File: config.mk
export PLATFORM = sky130hd
export DESIGN_NAME = sopc_mem_arbiter
export DESIGN_NICKNAME = d
export VERILOG_FILES = /design/src/rtl/sopc_mem_arbiter.sv
export SDC_FILE = /design/constraint.sdc
export NUM_CORES = 1
export LEC_CHECK = 0
export BUFFER_PORTS_ARGS = -buffer_cell sky130_fd_sc_hd__buf_4
export CAP_MARGIN = 20
export CORE_MARGIN = 3
export CORE_UTILIZATION = 35
export DETAILED_ROUTE_END_ITERATION = 8
export SYNTH_ARGS = -nofsm -noshare
export SYNTH_HDL_FRONTEND = slang
export SYNTH_SLANG_ARGS = --single-unit
File: constraint.sdc
create_clock -name clk -period 2 [get_ports clk]
set_input_delay 0.2 -clock clk [delete_from_list [all_inputs] [get_ports clk]]
set_output_delay 0.2 -clock clk [all_outputs]
set_load 0.02 [all_outputs]
File: src/rtl/sopc_mem_arbiter.sv
// ---------------------------------------------------------------------------
// sopc_mem_arbiter
//
// Lets several bus masters share one fixed-latency synchronous memory port.
// Master 0 is the CPU data port and master 1 is the instruction-fetch port.
// Any further indices are extra bus masters. This lets the SOPC use a single
// unified instruction/data RAM.
//
// Only one access is in flight at a time. A transaction walks
// IDLE -> ISSUE -> [WAIT] -> RESP -> IDLE.
//
// Handshake semantics:
//   * A master raises m_req[i] together with m_we/m_addr/m_wdata/m_sel and
//     holds them until it sees m_gnt[i]. m_gnt is one-hot, lasts exactly
//     one cycle, and can only appear in IDLE. The request fields are
//     captured on the edge that ends the grant cycle.
//   * A request withdrawn before it is granted has no effect.
//   * m_rvalid[i] pulses for one cycle when the granted access finishes.
//     For a read, m_rdata is valid in that cycle. For a write, the pulse is
//     the write acknowledge.
//
// Ports:
//   clk, rst       clock (rising edge) and asynchronous active-low reset
//   m_req/m_we     per-master request and write enable
//   m_addr/m_wdata per-master address and write data (master i at slice i)
//   m_sel          per-master byte enables
//   m_gnt          one-hot grant (IDLE only)
//   m_rvalid       one-hot completion strobe
//   m_rdata        shared read data, holds its last captured read value
//   mem_*          shared memory port (mem_ce strobes for one cycle)
//   mem_rdata      memory read data, valid MEM_LATENCY cycles after mem_ce
//   dbg_state      current FSM state (0 IDLE, 1 ISSUE, 2 WAIT, 3 RESP)
// ---------------------------------------------------------------------------
module sopc_mem_arbiter #(
   parameter int ADDR_WIDTH  = 32,
   parameter int DATA_WIDTH  = 32,
   parameter int NUM_MASTERS = 2,
   parameter int MEM_LATENCY = 1,
   parameter int RR_MODE     = 0
) (
   input  logic                                clk,
   input  logic                                rst,
   input  logic [NUM_MASTERS-1:0]              m_req,
   input  logic [NUM_MASTERS-1:0]              m_we,
   input  logic [NUM_MASTERS*ADDR_WIDTH-1:0]   m_addr,
   input  logic [NUM_MASTERS*DATA_WIDTH-1:0]   m_wdata,
   input  logic [NUM_MASTERS*DATA_WIDTH/8-1:0] m_sel,
   output logic [NUM_MASTERS-1:0]              m_gnt,
   output logic [NUM_MASTERS-1:0]              m_rvalid,
   output logic [DATA_WIDTH-1:0]               m_rdata,
   output logic                                mem_ce,
   output logic                                mem_we,
   output logic [ADDR_WIDTH-1:0]               mem_addr,
   output logic [DATA_WIDTH-1:0]               mem_wdata,
   output logic [DATA_WIDTH/8-1:0]             mem_sel,
   input  logic [DATA_WIDTH-1:0]               mem_rdata,
   output logic [1:0]                          dbg_state
);

   localparam int SW = DATA_WIDTH / 8;
   localparam int IW = (NUM_MASTERS > 1) ? $clog2(NUM_MASTERS) : 1;
   localparam int CW = (MEM_LATENCY > 1) ? $clog2(MEM_LATENCY) : 1;

   // Master 0 must have first priority after reset, so the round-robin
   // pointer starts on the last index.
   localparam logic [IW-1:0] LAST_RST = IW'(NUM_MASTERS - 1);
   localparam logic [CW-1:0] LAT_LOAD = CW'(MEM_LATENCY - 1);

   typedef enum logic [1:0] {
      ST_IDLE  = 2'd0,
      ST_ISSUE = 2'd1,
      ST_WAIT  = 2'd2,
      ST_RESP  = 2'd3
   } state_t;

   state_t                state_q, state_d;
   logic [IW-1:0]         owner_q, owner_d;
   logic                  we_q, we_d;
   logic [ADDR_WIDTH-1:0] addr_q, addr_d;
   logic [DATA_WIDTH-1:0] wdata_q, wdata_d;
   logic [SW-1:0]         sel_q, sel_d;
   logic [CW-1:0]         cnt_q, cnt_d;
   logic [DATA_WIDTH-1:0] rdata_q, rdata_d;
   logic [IW-1:0]         last_winner_q, last_winner_d;

   // ------------------------------------------------------------------
   // Winner selection.
   // Both modes scan the masters in order from a start index.
   // Fixed priority starts at 0. Round-robin starts at last_winner+1 and
   // wraps from the top index back to 0.
   // ------------------------------------------------------------------
   logic          win_found;
   logic [IW-1:0] win_idx;
   int            cand;

   always_comb begin
      win_found = 1'b0;
      win_idx   = '0;
      cand      = 0;
      for (int k = 0; k < NUM_MASTERS; k++) begin
         if (RR_MODE != 0) begin
            cand = (int'(last_winner_q) + 1 + k) % NUM_MASTERS;
         end else begin
            cand = k;
         end
         if (!win_found && m_req[cand]) begin
            win_found = 1'b1;
            win_idx   = IW'(cand);
         end
      end
   end

   // A grant is only meaningful in IDLE. The grant is also held off while
   // reset is asserted: the FSM sits in IDLE during reset, and this keeps
   // m_gnt at zero even if masters are requesting.
   logic grant_ok;
   assign grant_ok = rst && (state_q == ST_IDLE) && win_found;

   // ------------------------------------------------------------------
   // Next-state logic
   // ------------------------------------------------------------------
   always_comb begin
      state_d       = state_q;
      owner_d       = owner_q;
      we_d          = we_q;
      addr_d        = addr_q;
      wdata_d       = wdata_q;
      sel_d         = sel_q;
      cnt_d         = cnt_q;
      rdata_d       = rdata_q;
      last_winner_d = last_winner_q;

      unique case (state_q)
         ST_IDLE: begin
            if (win_found) begin
               state_d       = ST_ISSUE;
               owner_d       = win_idx;
               we_d          = m_we[win_idx];
               addr_d        = m_addr[win_idx*ADDR_WIDTH +: ADDR_WIDTH];
               wdata_d       = m_wdata[win_idx*DATA_WIDTH +: DATA_WIDTH];
               sel_d         = m_sel[win_idx*SW +: SW];
               last_winner_d = win_idx;
            end
         end
         ST_ISSUE: begin
            if (we_q) begin
               state_d = ST_RESP;
            end else begin
               state_d = ST_WAIT;
               cnt_d   = LAT_LOAD;
            end
         end
         ST_WAIT: begin
            // The counter reaches zero in the cycle where mem_rdata is valid.
            if (cnt_q != '0) begin
               cnt_d = cnt_q - CW'(1);
            end else begin
               rdata_d = mem_rdata;
               state_d = ST_RESP;
            end
         end
         ST_RESP: begin
            state_d = ST_IDLE;
         end
         default: begin
            state_d = ST_IDLE;
         end
      endcase
   end

   // ------------------------------------------------------------------
   // State registers
   // ------------------------------------------------------------------
   always_ff @(posedge clk or negedge rst) begin
      if (!rst) begin
         state_q       <= ST_IDLE;
         owner_q       <= '0;
         we_q          <= 1'b0;
         addr_q        <= '0;
         wdata_q       <= '0;
         sel_q         <= '0;
         cnt_q         <= '0;
         rdata_q       <= '0;
         last_winner_q <= LAST_RST;
      end else begin
         state_q       <= state_d;
         owner_q       <= owner_d;
         we_q          <= we_d;
         addr_q        <= addr_d;
         wdata_q       <= wdata_d;
         sel_q         <= sel_d;
         cnt_q         <= cnt_d;
         rdata_q       <= rdata_d;
         last_winner_q <= last_winner_d;
      end
   end

   // ------------------------------------------------------------------
   // Outputs
   // All outputs come from reset flops or from gating with rst. An
   // asynchronous reset therefore clears them without waiting for a clock
   // edge.
   // ------------------------------------------------------------------
   always_comb begin
      m_gnt    = '0;
      m_rvalid = '0;
      for (int i = 0; i < NUM_MASTERS; i++) begin
         m_gnt[i]    = grant_ok && (win_idx == IW'(i));
         m_rvalid[i] = (state_q == ST_RESP) && (owner_q == IW'(i));
      end
   end

   // mem_addr and mem_wdata keep the captured values outside ISSUE.
   // mem_we and mem_sel are forced low outside ISSUE.
   assign mem_ce    = (state_q == ST_ISSUE);
   assign mem_we    = (state_q == ST_ISSUE) && we_q;
   assign mem_sel   = (state_q == ST_ISSUE) ? sel_q : '0;
   assign mem_addr  = addr_q;
   assign mem_wdata = wdata_q;
   assign m_rdata   = rdata_q;
   assign dbg_state = state_q;

endmodule

Word-level counts from Yosys, hierarchy flattened --
Index checks and enable logic that the tools add are counted.
Word-level totals: register bits 105, input bits 174
Cells by class: $add $sub $neg 1, order comparisons 1, equal/unequal tests 6, shift operators 3, mux-type cells 13, bitwise gates (word level) 3, reduce and logical (&&, ||, !) cells 15
Operators by type and width (count):
- 64-bit by 7-bit variable part select with 32-bit output | 2
- 1-bit logical AND | 8
- 1-bit two-way mux | 8
- 2-bit one-hot mux with 4 select lines | 1
- 2-bit AND reduction | 4
- 8-bit by 4-bit variable part select with 4-bit output | 1
- 2-bit inequality test, second input constant | 3
- 2-bit == test, second input constant | 2
- 2-bit two-way mux | 2
- 4-bit two-way mux | 1
- 1-bit NOT | 3
- 2-bit by 1-bit == test with 1-bit output, second input constant | 1
- 2-bit zero test | 1
- 1-bit by 2-bit less-than comparator with 1-bit output, second input constant | 1
- 1-bit one-hot mux with 2 select lines | 1
- 2-bit nonzero test | 1
- 1-bit zero test | 1
- 1-bit subtractor, second input constant | 1

Longest topological paths before layout --
depth in word-level cells 6, depth in mapped cells 7, depth with buffers taken out 4

Worst setup path before layout --
OpenSTA, ideal clock, no wires.
path kind register -> output, from reg state_q[0], in the netlist dbg_state[0], to out m_gnt[1], arrival 1.592 ns, data required time 1.800 ns, setup slack 0.208 ns, stages on the path, launching flop included 7, path through dfrtp_1 inv_1 ha_1 buf_4 buf_6 buf_2 and4b_1
On the way: cells in the longest elaborated chain, start to end 4
Ends and longest elaborated chain:
- from (decl) | line 76 | state_t state_q, state_d;
- from (signal assigned) | line 186 | state_q <= state_d;
- 2-bit zero test
- 1-bit logical AND (2 in a row) | line 117 | assign grant_ok = rst && (state_q == ST_IDLE) && win_found;
- 1-bit logical AND | line 208 | m_gnt[i] = grant_ok && (win_idx == IW'(i));
- to (decl) | line 48 | output logic [NUM_MASTERS-1:0] m_gnt,
Every way passes these cells.

Worst setup path after layout --
from reg state_q[1], in the netlist dbg_state[1], to out m_gnt[1]
The elaborated chain is that of the path after synthesis.

==> results.py <==
metrics = {
    "status": {
        "status": "complete, no violations",
    },
    "timing": {
        "slew_viol_final": 0,
        "maxSlewHeadroom_pct": 63.42,
        "clock_skew_ns": 0.005561,
        "grt_setup_unrepaired": "false",
        "worst_pin_slew_ns": 0.5487,
        "setup_viol": 0,
        "fin_tns_setup_ns": 0,
        "final-hold-violation-count": 0,
        "fmax_mhz": 546.3,
        "period_minus_slack_ns": 1.831,
        "period_share_pct": 91.53,
    },
    "setup_path": {
        "crit_family": "buffers and inverters",
        "critPathLaunchType": "flop",
        "crit_slowest_cell": "dfrtp_1",
        "arrival_ns": 1.63,
        "critical_path_required_ns": 1.80,
        "slowest_delay_ns": 0.44,
        "timing.critical_path.buf_inv": 3,
        "worst_path_most_repeated_cell": "buf_4",
        "cp-end-kind": "output pin",
        "path_cells": "inv_1 -> ha_4 -> buf_4 -> and4b_1 -> buf_4",
        "cp_max_fo": 11,
        "crit_type": "reg2out",
    },
    "run": {
        "max-cap-violations": 0,
    },
    "global_routing": {
        "antenna_found_initial": 0,
        "grt_pass1_wl_mm": 25.68,
        "grt_overflow_total": 0,
        "first_global_vias": 4722,
        "grt_max_degree": 95,
        "grtUsageTotal_pct": 19.52,
    },
    "floorplanning": {
        "ios": 282,
        "rows": 44,
        "initial_core_util_pct": 36.17,
        "dieArea_um2": 16640,
        "die_y_um": 129.0,
        "die_w_um": 129.0,
        "core-area_um2": 14640,
    },
    "clock_network": {
        "cts_made_buffers": 9,
        "cts_tree": "yes",
        "htreeDepth": 3,
        "clock-sinks": 104,
        "ctsRootBufferMaster": "clkbuf_16",
        "clk_path_buf_depth": 2,
        "path_clk_slew_ns": 0.07,
        "clk_latency_ns": 0.35,
    },
    "synthesis": {
        "ys_seq_area_share_pct": 49.14,
        "synth_top_cell_by_area": "dfrtp_1",
        "yosysUniqueCellTypes": 24,
        "synth-seq-cells": 104,
        "synth_top_area_share_pct": 49.14,
        "yosysWarnings": 0,
        "synth_area_leaders": "dfrtp_1 (49%), nand4bb_1 (15%), o211a_1 (10%)",
        "syn_nets": 579,
        "synth.avg_cell_area_um2": 13.21,
        "synth_cells": 401,
        "synth_area_um2": 5296,
    },
    "route": {
        "drt_pre_antenna_iters": 4,
        "drt_iter0_drc": 236,
        "ant_nets": 0,
        "num_vias": 4555,
        "wl_per_cell_um": 20.09,
        "vias_per_cell": 5.353,
        "routed_wl_mm": 17.10,
        "drc_errors": 0,
    },
    "pwr": {
        "powerDensity_nw_per_um2": 1519,
        "max-vdd-ir-drop_v": 0.0007641,
        "power_leakage_nw": 3.567,
    },
    "placed_design": {
        "place.gp.congestion": 0.7682,
        "dp_hpwl_mm": 12.32,
        "portBuffers": 281,
    },
    "finish": {
        "regArea_um2": 2603,
        "nFillCells": 1292,
        "area_growth_pct": 48.52,
        "multi_input_area_um2": 2440,
        "fin_util_pct": 53.72,
        "diodes": 0,
        "nNetsFinal": 840,
        "layout-drive-gt1-share_pct": 54.27,
    },
    "hold_path": {
        "hold_class": "in2reg",
    },
}
cells by family after synthesis:
kind of cell / after synthesis / synth area share, %
buffers and inverters: 51 / 5.055
DFF: 104 / 49.14
adders and majority gates: 4 / 0.9450
AOI/OAI and AO/OA: 75 / 14.08
muxes: 33 / 7.016
and+or+nand+nor: 134 / 23.77
registers in the layout (all words and copies together) (netlist names):
name,flops
m_rdata,32
mem_addr,32
mem_wdata,32
sel_q,4
dbg_state,2
owner_q,1
we_q,1
layout make-up:
| type | instances | share of cell area [%] |
|---|---|---|
| clock buffer | 10 | 2.911 |
| clock inverter | 6 | 0.7635 |
| sequential | 104 | 33.08 |
| inverter | 2 | 0.09544 |
| multi-input combinational | 246 | 31.02 |
| tap | 184 | 2.927 |
| timing repair buffer | 299 | 29.20 |
worst paths after layout:
check                                end    startpoint  slack (ns)  cells past startpoint
max                             m_gnt[1]  dbg_state[1]        0.17                      5
min reg2reg                   m_rdata[4]    m_rdata[4]        0.50                      1
max in group asynchronous    mem_addr[8]           rst        0.96                      3
min                           m_rdata[4]  mem_rdata[4]        0.07                      2
min in group asynchronous    mem_addr[0]           rst        0.25                      2
max reg2reg                mem_wdata[25]  dbg_state[1]        0.24                      5
what timing repair did:
| action | 4_1_cts | 5_1_grt |
|---|---|---|
| hold buffers | 1 | 0 |
| endpoints found under the hold margin | 10 | 0 |
| gates resized for setup | 0 | 0 |
| setup buffers | 0 | 5 |
| endpoints found under the setup margin | 0 | 1 |
Yosys cell counts:
master     number
buf_6           5
nand2_1         1
buf_1           1
o211a_1        54
clkbuf_1       18
o221a_2        15
inv_1           2
nand3b_1       54
dfrtp_1       104
and4b_1         1
mux2_2         31
and2_1          6
buf_2          22
nor2b_1         1
ha_1            4
o22ai_1         1
o21bai_1        1
and3_1          1
a21oi_1         3
mux2_1          2
nand4bb_1      69
buf_4           3
o21a_1          1
nor3b_2         1
power breakdown:
group          switching [mW]  leakage (nW)  internal [mW]  total, mW
clock                   0.791         0.138          0.965       1.76
combinational            3.29          2.26           3.09       6.38
sequential              0.647          1.16           3.17       3.82
total                    4.72          3.57           7.23       12.0
placed cells by master, fill, tap and decap left out:
master / count
nor3b_2: 1
and2_1: 6
o21bai_1: 1
a21oi_1: 3
o211a_1: 54
buf_12: 4
ha_4: 1
dlygate4sd3_1: 1
clkinvlp_4: 2
mux2_2: 31
ha_1: 3
bufinv_16: 1
and3_1: 1
clkinv_2: 3
nand3b_1: 54
nand4bb_1: 69
o22ai_1: 1
o21a_2: 1
nand2_1: 1
dfrtp_1: 104
nor2b_1: 1
clkbuf_16: 9
clkbuf_1: 1
o221a_2: 15
mux2_1: 2
inv_1: 2
buf_4: 294
and4b_1: 1
per-stage QoR:
stage / hold WS [ns] / instance area (um^2) / setup slack, ns / power (mW) / instances
global placement: 0.07690 / 7530 / 0.3457 / 10.08 / 829
floorplan: -0.09559 / 5296 / 0.2077 / 7.471 / 401
finish: 0.07003 / 7866 / 0.1694 / 11.95 / 851
global route: 0.06809 / 7866 / 0.07376 / 12.65 / 851
detailed placement: 0.07920 / 7530 / 0.2909 / 10.24 / 829
CTS: 0.05719 / 7829 / 0.02416 / 12.04 / 846
worst reg2reg max path, cell delays in order (launching register included):
cell and delay, ns:
dfrtp_1 0.44, inv_1 0.15, ha_4 0.19, buf_4 0.16
nand2_1 0.31, o221a_2 0.41
routing by layer:
metal | global-route usage [%] | vias to the layer above | wire length [um]
li1 | - | 2079 | -
met1 | 24.02 | 2232 | 6958
met2 | 31.83 | 225 | 8017
met3 | 7.090 | 19 | 1799
met4 | 6.671 | 0 | 323
met5 | 0 | - | 0
No activity file was read; power rests on OpenSTA's default activity.
